$ cat src/rtl/demux4_pkg.sv
// Shared constants and lane state type for the registered 1-to-4 demultiplexer.
// Optional per-lane statistics are enabled with DEMUX4_STATS_EN.
package demux4_pkg;

  localparam int LANES = 4;
  localparam int SEL_W = 2;

  typedef enum logic {
    EMPTY = 1'b0,
    FULL  = 1'b1
  } lane_state_t;

endpackage

$ cat src/rtl/demux4_lane.sv
// One output lane: one-entry buffer with an EMPTY/FULL FSM and, with DEMUX4_STATS_EN,
// a wrapping accept counter. The top only asserts load_i when the lane can take a word.
module demux4_lane
  import demux4_pkg::*;
#(
  parameter int WIDTH = 32
`ifdef DEMUX4_STATS_EN
  ,
  parameter int CNT_W = 16
`endif
) (
  input  logic             clk,
  input  logic             reset,
  input  logic             load_i,
  input  logic [WIDTH-1:0] data_i,
  input  logic             ready_i,
  output logic [WIDTH-1:0] data_o,
  output lane_state_t      state_o
`ifdef DEMUX4_STATS_EN
  ,
  output logic [CNT_W-1:0] cnt_o
`endif
);

  lane_state_t      state_q, state_d;
  logic [WIDTH-1:0] data_q, data_d;

  always_ff @(posedge clk or posedge reset) begin
    if (reset) begin
      state_q <= EMPTY;
      data_q  <= '0;
    end else begin
      state_q <= state_d;
      data_q  <= data_d;
    end
  end

  // A load always wins over a drain: a same-cycle drain+load keeps the lane FULL.
  always_comb begin
    state_d = state_q;
    data_d  = data_q;
    if (load_i) begin
      data_d = data_i;
    end
    case (state_q)
      EMPTY: if (load_i) state_d = FULL;
      FULL:  if (!load_i && ready_i) state_d = EMPTY;
      default: state_d = EMPTY;
    endcase
  end

  assign data_o  = data_q;
  assign state_o = state_q;

`ifdef DEMUX4_STATS_EN
  logic [CNT_W-1:0] cnt_q, cnt_d;

  always_ff @(posedge clk or posedge reset) begin
    if (reset) begin
      cnt_q <= '0;
    end else begin
      cnt_q <= cnt_d;
    end
  end

  always_comb begin
    cnt_d = cnt_q;
    if (load_i) begin
      cnt_d = cnt_q + 1'b1;
    end
  end

  assign cnt_o = cnt_q;
`endif

endmodule

$ cat src/rtl/demux4_reg.sv
// Registered 1-to-4 demultiplexer: routes one word per handshake to the lane picked by in_sel.
// Define DEMUX4_STATS_EN to add per-lane accept counters on out_cnt.
//
// Handshakes: a word moves when valid and ready are both high at a rising edge. in_ready is
// combinational from the selected lane's state and out_ready, never from in_valid; a producer
// held off must keep in_data/in_sel stable until accepted.
module demux4_reg
  import demux4_pkg::*;
#(
  parameter int WIDTH = 32
`ifdef DEMUX4_STATS_EN
  ,
  parameter int CNT_W = 16
`endif
) (
  input  logic                   clk,
  input  logic                   reset,
  input  logic                   in_valid,
  output logic                   in_ready,
  input  logic [WIDTH-1:0]       in_data,
  input  logic [SEL_W-1:0]       in_sel,
  output logic [LANES-1:0]       out_valid,
  input  logic [LANES-1:0]       out_ready,
  output logic [LANES*WIDTH-1:0] out_data
`ifdef DEMUX4_STATS_EN
  ,
  output logic [LANES*CNT_W-1:0] out_cnt
`endif
);

  lane_state_t      lane_state [LANES];
  logic [LANES-1:0] lane_load;
  logic             accept;

  assign in_ready = ~out_valid[in_sel] | out_ready[in_sel];
  assign accept   = in_valid & in_ready;

  for (genvar i = 0; i < LANES; i++) begin : g_lane
    assign lane_load[i] = accept && (in_sel == SEL_W'(i));
    assign out_valid[i] = (lane_state[i] == FULL);

    demux4_lane #(
      .WIDTH (WIDTH)
`ifdef DEMUX4_STATS_EN
      ,
      .CNT_W (CNT_W)
`endif
    ) u_lane (
      .clk     (clk),
      .reset   (reset),
      .load_i  (lane_load[i]),
      .data_i  (in_data),
      .ready_i (out_ready[i]),
      .data_o  (out_data[i*WIDTH +: WIDTH]),
      .state_o (lane_state[i])
`ifdef DEMUX4_STATS_EN
      ,
      .cnt_o   (out_cnt[i*CNT_W +: CNT_W])
`endif
    );
  end

endmodule
$ cat config.mk
export PLATFORM = sky130hd
export DESIGN_NAME = demux4_reg
export DESIGN_NICKNAME = d
export VERILOG_FILES = /design/src/rtl/demux4_pkg.sv /design/src/rtl/demux4_lane.sv /design/src/rtl/demux4_reg.sv
export SDC_FILE = /design/constraint.sdc
export NUM_CORES = 1
export LEC_CHECK = 0
export ABC_AREA = 1
export CAP_MARGIN = 20
export CORE_UTILIZATION = 50
export DETAILED_ROUTE_END_ITERATION = 7
export PLACE_DENSITY = 0.89
export SLEW_MARGIN = 30
export SYNTH_ARGS = -nofsm -noshare
export SYNTH_HDL_FRONTEND = slang
export SYNTH_HIERARCHICAL = 1
export SYNTH_SLANG_ARGS = --single-unit
$ cat constraint.sdc
create_clock -name clk -period 3.5 [get_ports clk]
set_clock_uncertainty 0.2 [all_clocks]
set_input_delay 1.05 -clock clk [delete_from_list [all_inputs] [get_ports clk]]
set_output_delay 1.05 -clock clk [all_outputs]
set_load 0.02 [all_outputs]
==> flow_summary_export.csv <==
group,metric,value,unit
cts,cts.htree.levels,4,
synth,synth_compound_gate_area_share,0,%
layout,nFillCells,742,
synth,post_synth_xor_area_fraction,0,%
layout,antennaDiodeCount,0,
cts,cts.repair_timing.setup_buffer_count,0,
cts,clock_latency,510,ps
outcome,status,"finished, final reports clean",
synth,synth_sequential_area_ratio,60.6,%
sta,final.period_utilization,99.0,%
die,pin_count,174,
layout,fin_util,73.8,%
detailed_routing,post-route-drc-count,0,
critical_path,worstPathBufferInverterCount,2,
grt,grt_pass1_vias,4838,
synth,postSynthRegisterBits,132,
grt,grt_overflow,0,
synth,yosys.area.top_type,"dfrtp_1",
grt,grtUsageTotal,28.9,%
pwr,static-leakage-power,0.00392,uW
placement,place_worst_setup_slack,-490,ps
grt,wire_length_of_the_first_global_routing_pass,24.6,mm
synth,dominant_combinational_cell_family_by_area_after_synthesis,"simple AND/OR/NAND/NOR gates",
sta,setup_violators_final,0,
min_path,timing.hold.worst.class,"flop to flop",
detailed_routing,avgRoutedWirePerCell,16.9,um
detailed_routing,totalWireLength,15.5,mm
critical_path,critPathRequiredTime,2250,ps
die,die_height,106,um
sta,max_freq,289,MHz
detailed_routing,num_vias,4641,
layout,final_net_count,813,
die,fp.dieArea,11300,um2
placement,place_area,7140,um2
critical_path,worst_path_arrival_time,2220,ps
pwr,power.density_cell_area,675,nW/um2
grt,largest_net_degree_at_the_start_of_global_routing,34,
synth,synth.area.top_cells,"dfrtp_1 (61%), nand2_1 (26%), nand2_2 (4.4%)",
sta,setup_ws,35.0,ps
sta,maxSlewHeadroom,61.4,%
synth,synth_top_cell_area_share,60.6,%
cts,clockBufferDepth,2,
cts,numCtsBuffers,17,
cts,register_clock_pin_slew_on_the_reported_worst_setup_and_hold_paths,60,ps
pwr,vdd_drop_max,0.359,mV
detailed_routing,drt-pass1-iter-count,4,
die,core.rowCount,37,
cts,hold_buffers_post_cts,0,
critical_path,endpoint_kind,"output port",
critical_path,cp_slowest_cell,"clkdlybuf4s50_1",
critical_path,crit_type,"primary input to output port",
detailed_routing,vias_per_cell,5.04,
critical_path,path_delay_family,"buffers and inverters",
cts,clock_tree_from_tritoncts,"built",
layout,layout.cell_area.non_filler,7720,um2
flow_run,max_cap_check_violation_count,0,
synth,yosys.area_share.adder,0,%
sta,report.final.hold_viol_count,0,
cts,ctsRootBufferMaster,"clkbuf_8",
critical_path,cp_cell_sequence,"clkdlybuf4s50_1 -> nand3_1 -> nand2_1 -> nor2_2 -> nand2_2 -> dlygate4sd2_1",
synth,syn_area_per_cell,9.18,um2
critical_path,critical_path.startpoint_type,"primary input",
placement,dp_hpwl,10.5,mm
synth,yosys.cell_types.count,12,
synth,syn_inst,594,
critical_path,cp_max_fo,2,
synth,synth.area.mux_share,0,%
critical_path,max_stage_delay_on_crit_path,500,ps
synth,synth_fp_nets,635,
die,start_util,52.1,%
pwr,total_power,5210,uW
sta,slew_violations,0,
sta,rsz_0062_raised_after_global_routing,"false",
cts,cts.sinks,132,
detailed_routing,detailedRoute.firstIterationViolations,243,
layout,areaGrowthSynthToFinish,41.5,%
sta,tightestPinTransition,579,ps
synth,yosysWarnings,6,
placement,buffer_ports.inserted,173,
sta,min_period,3470,ps
die,chipWidth,106,um
synth,netlist_area,5450,um2
die,coreArea,10500,um2
grt,grt_antenna_before_repair,0,
detailed_routing,ant_nets,0,
placement,gpl.final_weighted_congestion,0.843,
layout,final_layout_size_suffix_gt1_share,12.4,%
synth,synth_simple_gate_area_share,30.7,%
-- final timing paths --
check / from / end / slack [ps] / cells past startpoint
max: out_ready[1] / in_ready / 30 / 6
min reg2reg: g_lane[2].u_lane/data_o[28] / g_lane[2].u_lane/data_o[28] / 270 / 2
min in group asynchronous: reset / g_lane[2].u_lane/data_o[18] / 770 / 2
max in group asynchronous: reset / g_lane[2].u_lane/data_o[6] / 1610 / 3
max reg2reg: g_lane[1].u_lane/state_o / g_lane[1].u_lane/data_o[28] / 1480 / 10
min: g_lane[2].u_lane/data_o[28] / g_lane[2].u_lane/data_o[28] / 270 / 2
-- state kept, by name, summed over array words and instances (netlist names) --
signal,count
g_lane.u_lane/state_o,4
g_lane.u_lane/data_o,128
-- report_power, final --
| group | internal (uW) | leakage [uW] | total [uW] | switching, uW |
|---|---|---|---|---|
| clock network | 1070 | 0.000279 | 1730 | 663 |
| logic | 670 | 0.00199 | 1470 | 796 |
| registers | 1820 | 0.00165 | 2010 | 194 |
-- synth_stat cells --
cell type  instances
nand2_1          371
dfrtp_1          132
nand2_2           38
buf_6             13
clkbuf_8          12
inv_1              9
buf_12             4
inv_8              4
nor2_1             4
nand3_1            3
inv_2              2
nor2_2             2
-- cell type report --
type	instances	area [um2]	area share, %
clock inverter	11	128	1.65
timing repair buffer	188	1870	24.3
clock buffer	20	455	5.90
inverter	15	86.3	1.12
tap	136	170	2.20
sequential	132	3300	42.8
multi-input combinational	418	1700	22.1
-- metrics by stage --
| step | TNS (ps) | hold slack, ps | instances |
|---|---|---|---|
| 6_report | 0 | 270 | 920 |
| 5_1_grt | 0 | 286 | 920 |
| 4_1_cts | 0 | 272 | 920 |
| 3_5_place_dp | -490 | 257 | 889 |
| 3_3_place_gp | -413 | 253 | 889 |
| 2_1_floorplan | 0 | 376 | 594 |
-- worst min-delay path, cell delays in order (launching register included) --
cell and delay [ps]:
dfrtp_1 340, nand2_1 50, nand2_1 40
-- cell families after synthesis --
kind of cell	Yosys count
AND/OR/NAND/NOR	418
buffers and inverters	44
flip-flops	132
-- cell usage in the layout (no fill, tap or decap) --
cell / Yosys / layout
inv_1: 9 / 9
nor2_4: 0 / 4
clkinv_4: 0 / 3
clkdlybuf4s50_1: 0 / 170
nand2_1: 371 / 371
inv_2: 2 / 2
clkinv_2: 0 / 2
nor2_2: 2 / 2
inv_6: 0 / 1
clkbuf_16: 0 / 16
bufinv_16: 0 / 2
inv_8: 4 / 4
nand3_1: 3 / 3
clkbuf_2: 0 / 1
clkbuf_8: 12 / 4
buf_4: 0 / 12
dfrtp_1: 132 / 132
nand2_2: 38 / 38
dlygate4sd2_1: 0 / 2
buf_12: 4 / 3
clkinvlp_4: 0 / 3
-- repair_timing --
action | in CTS | in global routing
endpoints found under the setup margin | 1 | 1
cloned | 0 | 0
pin swaps | 0 | 0
gates resized for setup | 3 | 2
-- per-layer routing --
| metal | routed length, um | up-vias | track usage, % |
|---|---|---|---|
| met3 | 1580 | 26 | 9.44 |
| met5 | 0 | - | 0 |
| met2 | 7720 | 249 | 49.0 |
| li1 | - | 2131 | - |
| met4 | 279 | 0 | 11.7 |
| met1 | 5910 | 2235 | 33.7 |
Note: power is estimated with default switching activity, not from simulation.
